--- src/rtl/fpga_ps_loader.sv ---
// Passive-serial configuration sequencer: streams host bytes LSB first onto DCLK/DATA0,
// watches nSTATUS / CONF_DONE / INIT_DONE and finishes with a warm-reset pulse.
module fpga_ps_loader #(
  parameter int NCFG_CYC   = 64,
  parameter int DCLK_HALF  = 2,
  parameter int TMO_CYC    = 65535,
  parameter int EXTRA_DCLK = 10,
  parameter int WRES_CYC   = 16
) (
  input  logic       clkin,
  input  logic       coldres_n,
  input  logic       start,
  input  logic [7:0] data_in,
  input  logic       data_valid,
  output logic       data_ready,
  output logic       config_n,
  output logic       dclk,
  output logic       data0,
  input  logic       status_n,
  input  logic       conf_done,
  input  logic       init_done,
  output logic       warmres_n,
  output logic       busy,
  output logic       done,
  output logic [1:0] error,
  output logic [3:0] state_dbg
);

  // Handshake: a byte moves on a rising clkin edge where data_valid and data_ready are
  // both high; data_ready is high only in LOAD, data_in must be stable while data_valid is high.

  typedef enum logic [3:0] {
    S_IDLE, S_NCFG, S_WAIT_STATUS, S_LOAD, S_SHIFT,
    S_EXTRA, S_WAIT_INIT, S_WRES, S_DONE, S_ERROR
  } state_t;

  localparam int CNT_MAX_A = (NCFG_CYC > TMO_CYC) ? NCFG_CYC : TMO_CYC;
  localparam int CNT_MAX_B = (WRES_CYC > DCLK_HALF) ? WRES_CYC : DCLK_HALF;
  localparam int CNT_MAX   = (CNT_MAX_A > CNT_MAX_B) ? CNT_MAX_A : CNT_MAX_B;
  localparam int CNT_W     = $clog2(CNT_MAX + 1);
  localparam int PUL_MAX   = (EXTRA_DCLK > 1) ? EXTRA_DCLK : 1;
  localparam int PUL_W     = $clog2(PUL_MAX + 1);

  localparam logic [CNT_W-1:0] NCFG_LAST = CNT_W'(NCFG_CYC - 1);
  localparam logic [CNT_W-1:0] TMO_LAST  = CNT_W'(TMO_CYC - 1);
  localparam logic [CNT_W-1:0] HALF_LAST = CNT_W'(DCLK_HALF - 1);
  localparam logic [CNT_W-1:0] WRES_LAST = CNT_W'(WRES_CYC - 1);
  localparam logic [PUL_W-1:0] PUL_LAST  = PUL_W'(PUL_MAX - 1);

  state_t           state_q, state_d;
  logic [CNT_W-1:0] cnt_q, cnt_d;
  logic [PUL_W-1:0] pul_q, pul_d;
  logic [2:0]       bit_q, bit_d;
  logic             hi_q, hi_d;
  logic [7:0]       shreg_q, shreg_d;
  logic             dclk_d, data0_d, config_n_d, data_ready_d, warmres_n_d, busy_d, done_d;
  logic [1:0]       error_d;
  logic             half_end;

  assign state_dbg = state_q;

  always_ff @(posedge clkin) begin
    if (!coldres_n) begin
      state_q    <= S_IDLE;
      cnt_q      <= '0;
      pul_q      <= '0;
      bit_q      <= '0;
      hi_q       <= 1'b0;
      shreg_q    <= '0;
      config_n   <= 1'b1;
      dclk       <= 1'b0;
      data0      <= 1'b0;
      data_ready <= 1'b0;
      warmres_n  <= 1'b1;
      busy       <= 1'b0;
      done       <= 1'b0;
      error      <= 2'b00;
    end else begin
      state_q    <= state_d;
      cnt_q      <= cnt_d;
      pul_q      <= pul_d;
      bit_q      <= bit_d;
      hi_q       <= hi_d;
      shreg_q    <= shreg_d;
      config_n   <= config_n_d;
      dclk       <= dclk_d;
      data0      <= data0_d;
      data_ready <= data_ready_d;
      warmres_n  <= warmres_n_d;
      busy       <= busy_d;
      done       <= done_d;
      error      <= error_d;
    end
  end

  always_comb begin
    state_d  = state_q;
    cnt_d    = cnt_q;
    pul_d    = pul_q;
    bit_d    = bit_q;
    hi_d     = hi_q;
    shreg_d  = shreg_q;
    dclk_d   = dclk;
    data0_d  = data0;
    error_d  = error;
    half_end = (cnt_q == HALF_LAST);

    case (state_q)
      S_IDLE, S_DONE, S_ERROR: begin
        if (start) begin
          state_d = S_NCFG;
          error_d = 2'b00;
        end
      end
      S_NCFG: begin
        if (cnt_q == NCFG_LAST) state_d = S_WAIT_STATUS;
        else                    cnt_d   = cnt_q + 1'b1;
      end
      S_WAIT_STATUS: begin
        if (status_n) begin
          state_d = S_LOAD;
        end else if (cnt_q == TMO_LAST) begin
          state_d = S_ERROR;
          error_d = 2'b01;
        end else begin
          cnt_d = cnt_q + 1'b1;
        end
      end
      S_LOAD: begin
        // A byte offered in the same cycle nSTATUS drops is consumed and discarded.
        if (!status_n) begin
          state_d = S_ERROR;
          error_d = 2'b10;
        end else if (data_valid) begin
          state_d = S_SHIFT;
          shreg_d = data_in;
          data0_d = data_in[0];
          bit_d   = 3'd0;
          hi_d    = 1'b0;
        end
      end
      S_SHIFT: begin
        if (!half_end) begin
          cnt_d = cnt_q + 1'b1;
        end else begin
          cnt_d = '0;
          if (!hi_q) begin
            hi_d   = 1'b1;
            dclk_d = 1'b1;
          end else if (bit_q != 3'd7) begin
            hi_d    = 1'b0;
            dclk_d  = 1'b0;
            bit_d   = bit_q + 3'd1;
            data0_d = shreg_q[bit_q + 3'd1];
          end else begin
            hi_d   = 1'b0;
            dclk_d = 1'b0;
            if (!status_n) begin
              state_d = S_ERROR;
              error_d = 2'b10;
            end else if (conf_done) begin
              state_d = (EXTRA_DCLK == 0) ? S_WAIT_INIT : S_EXTRA;
              pul_d   = '0;
              data0_d = 1'b0;
            end else begin
              state_d = S_LOAD;
            end
          end
        end
      end
      S_EXTRA: begin
        if (!half_end) begin
          cnt_d = cnt_q + 1'b1;
        end else begin
          cnt_d = '0;
          if (!hi_q) begin
            hi_d   = 1'b1;
            dclk_d = 1'b1;
          end else begin
            hi_d   = 1'b0;
            dclk_d = 1'b0;
            if (pul_q == PUL_LAST) state_d = S_WAIT_INIT;
            else                   pul_d   = pul_q + 1'b1;
          end
        end
      end
      S_WAIT_INIT: begin
        if (init_done) begin
          state_d = S_WRES;
        end else if (cnt_q == TMO_LAST) begin
          state_d = S_ERROR;
          error_d = 2'b11;
        end else begin
          cnt_d = cnt_q + 1'b1;
        end
      end
      S_WRES: begin
        if (cnt_q == WRES_LAST) state_d = S_DONE;
        else                    cnt_d   = cnt_q + 1'b1;
      end
      default: state_d = S_IDLE;
    endcase

    // Every state entry restarts the shared cycle counter.
    if (state_d != state_q) cnt_d = '0;
    if (state_d != S_SHIFT && state_d != S_EXTRA) dclk_d = 1'b0;

    config_n_d   = (state_d != S_NCFG);
    data_ready_d = (state_d == S_LOAD);
    warmres_n_d  = (state_d != S_WRES);
    done_d       = (state_d == S_DONE);
    busy_d       = !(state_d inside {S_IDLE, S_DONE, S_ERROR});
  end

endmodule
--- config.mk ---
export PLATFORM = sky130hd
export DESIGN_NAME = fpga_ps_loader
export DESIGN_NICKNAME = d
export VERILOG_FILES = /design/src/rtl/fpga_ps_loader.sv
export SDC_FILE = /design/constraint.sdc
export NUM_CORES = 1
export LEC_CHECK = 0
export CAP_MARGIN = 5
export CORE_MARGIN = 2
export CORE_UTILIZATION = 30
export CTS_CLUSTER_DIAMETER = 200
export DETAILED_ROUTE_END_ITERATION = 10
export PLACE_DENSITY = 0.54
export SETUP_SLACK_MARGIN = 0.4
export SYNTH_ARGS = -nofsm -noshare
export SYNTH_HDL_FRONTEND = slang
export SYNTH_SLANG_ARGS = --single-unit
--- constraint.sdc ---
create_clock -name clkin -period 3.8 [get_ports clkin]
set_input_delay 0.57 -clock clkin [delete_from_list [all_inputs] [get_ports clkin]]
set_output_delay 0.57 -clock clkin [all_outputs]
set_load 0.1 [all_outputs]
==> results_dict.tcl <==
set metrics [dict create \
    syn_inst 332 \
    drt-initial-drc-count 69 \
    crit_required_ns 3.23 \
    p_sw_share_pct 29.8 \
    grt_overflow 0 \
    fin_crit_sh_pct 76.0 \
    cts.sinks 45 \
    grt_pass1_wl_mm 12.1 \
    end_kind "primary output" \
    clkPwrFrac_pct 34.3 \
    p_comb_share_pct 18.5 \
    ys_warn_count 0 \
    fin_nets 378 \
    nFillCells 952 \
    synthFlopType "dfxtp_1" \
    skew_ns 0.0117 \
    p_int_uw 740 \
    cts_root_buffer "clkbuf_8" \
    min_period_ns 2.89 \
    crit_path_start_kind "flip-flop" \
    outcome "finished, final reports clean" \
    cts.reportedPaths.clkPinSlew_ns 0.08 \
    yosysUniqueCellTypes 66 \
    rows 35 \
    ant_nets 0 \
    critical_path_buf_inv_count 1 \
    synth_edf_count 0 \
    final_common_cell "dfxtp_1" \
    relSlewSlack_pct 35.4 \
    ys_ff_latch 45 \
    netlist_area_sq_um 2800 \
    diodes 0 \
    ioPinCount 28 \
    cts_tree "yes" \
    total_power_mw 1.05 \
    hp-class "reg2reg" \
    port_buffers 27 \
    power_switching_uw 314 \
    regArea_sq_um 901 \
    post_cts_buffers 0 \
    worst_path_max_delay_cell "clkdlybuf4s50_1" \
    crit_arrival_ns 2.32 \
    start_util_pct 30.6 \
    cts_resized 0 \
    clock.fmax_mhz 346 \
    ctsHoldBuffers 0 \
    clk_latency_ns 0.31 \
    critPathMaxFanout 18 \
    worst_pin_slew_ns 0.966 \
    die_w_um 101 \
    syn2layout_area_growth_pct 16.8 \
    final_cell_mix "dfxtp_1, nand2_1, clkdlybuf4s50_1, nor2_1, nor3_1" \
    grt_max_degree 27 \
    grt_usage_pct 14.7 \
    placed_area_sq_um 3160 \
    via_per_inst 5.41 \
    die-area_sq_um 10100 \
    irDropWorstVdd_mv 0.141 \
    rsz0062_at_grt "false" \
    fp.dieH_um 101 \
    holdWs_ns 0.455 \
    antenna_found_initial 0 \
    dr.pass1.iters 4 \
    cp_cell_sequence "clkdlybuf4s50_1" \
    powerDensity_nw_per_um2 323 \
    criticalPathCategory "reg2out" \
    drc 0 \
    avgSynthCellArea_sq_um 8.43 \
    async_flop_share_pct 0 \
    syn_nets 355 \
    final_max_slew_viol_count 0 \
    cts_made_buffers 5 \
    gp_congestion 0.870 \
    grt_pass1_vias 2384 \
    seqPwrFrac_pct 47.1 \
    via_count 2521 \
    setup_viol 0 \
    multi_input_area_sq_um 1790 \
    path_delay_family "buffers and inverters" \
    stdcell_area_sq_um 3270 \
    hpwl_mm 5.22 \
    yosysSeqAreaShare_pct 32.2 \
    drv_cap 0 \
    cts.htree.levels 2 \
    drive_gt1_share_pct 8.73 \
    setup-tns-final_ns 0 \
    wirelength_mm 7.02 \
    max_stage_delay_ns 1.26 \
    wire_per_inst_um 15.1 \
    hold_violations 0 \
    placeableCoreArea_sq_um 9150 \
    p_leak_nw 1.10 \
    clock_path_buffers 2 \
]
-- area by class of cell --
cell class                 instances  share of cell area (%)
multi-input combinational        263                    54.9
sequential                        45                    27.6
inverter                          10                    1.15
clock inverter                     2                    1.07
tap                              111                    4.25
clock buffer                       5                    2.11
timing repair buffer              30                    8.96
-- metal layers --
metal	GRT usage [%]	vias to the layer above	share of wire, %
li1	-	1280	-
met4	3.58	0	1.1
met3	2.36	7	4.1
met1	20.7	1182	49
met5	0	-	0
met2	23.5	52	46
-- logic make-up (layout without fill, tap and decap cells) --
logic type | Yosys count | count (layout) | share of synthesized area (%)
DFF | 45 | 45 | 32.2
buffers and inverters | 24 | 47 | 3.71
and+or+nand+nor | 176 | 176 | 37.5
xor gates and xnor gates | 10 | 10 | 3.13
adders and majority gates | 8 | 8 | 3.58
muxes | 8 | 8 | 4.20
AOI/OAI and AO/OA | 61 | 61 | 15.7
-- stage by stage --
stage | util, % | setup slack (ns) | instances
finish | 35.7 | 0.913 | 466
global route | 35.7 | 0.732 | 466
CTS | 35.7 | 0.916 | 466
detailed placement | 34.6 | 0.602 | 459
global placement | 34.6 | 0.680 | 459
floorplan | - | 0.932 | 332
-- Yosys cell counts (3+ instances only) --
cell      instances  area (sq um)
dfxtp_1          45           901
nand2_1          39           146
nor2_1           22          82.6
nor3_1           17          85.1
nand3_1          16          80.1
nand4_1          12          75.1
o21ai_0          12          60.1
inv_1            10          37.5
xnor2_1           9          78.8
a21boi_0          8          60.1
clkbuf_1          8          30.0
ha_1              8           100
a21oi_1           7          35.0
or4_1             7          52.6
a211oi_1          6          45.0
and2_1            6          37.5
and3_1            6          37.5
buf_2             5          25.0
mux2i_1           5          50.1
nor2b_1           5          31.3
nor4_1            5          31.3
or2_2             5          31.3
o21a_1            4          30.0
and4_1            3          26.3
nand3b_1          3          22.5
nor3b_1           3          22.5
nor4_4            3          63.8
o31ai_1           3          22.5
or3_1             3          18.8
-- power groups by stage --
stage,registers (mW),clock network (mW),logic (mW)
6_report,0.497,0.362,0.195
5_1_grt,0.499,0.392,0.211
4_1_cts,0.497,0.375,0.197
3_5_place_dp,0.508,0,0.197
3_3_place_gp,0.507,0,0.196
2_1_floorplan,0.545,0,0.109
-- state kept, by name (all words and copies together), names as in the netlist --
register and flops:
bit_q 3, busy 1, cnt_q 16, config_n 1, data0 1, data_ready 1
dclk 1, done 1, error 2, hi_q 1, pul_q 4, shreg_q 8
state_dbg 4, warmres_n 1
-- path summary, 6_finish.rpt --
kind                 from           end  slack [ns]  cells past startpoint
min reg2reg      error[1]      error[1]        0.45                      2
min              error[1]      error[1]        0.45                      2
max          state_dbg[0]  state_dbg[0]        0.91                      1
max reg2reg  state_dbg[0]      cnt_q[6]        1.00                      6
No activity file was read; power rests on OpenSTA's default activity.
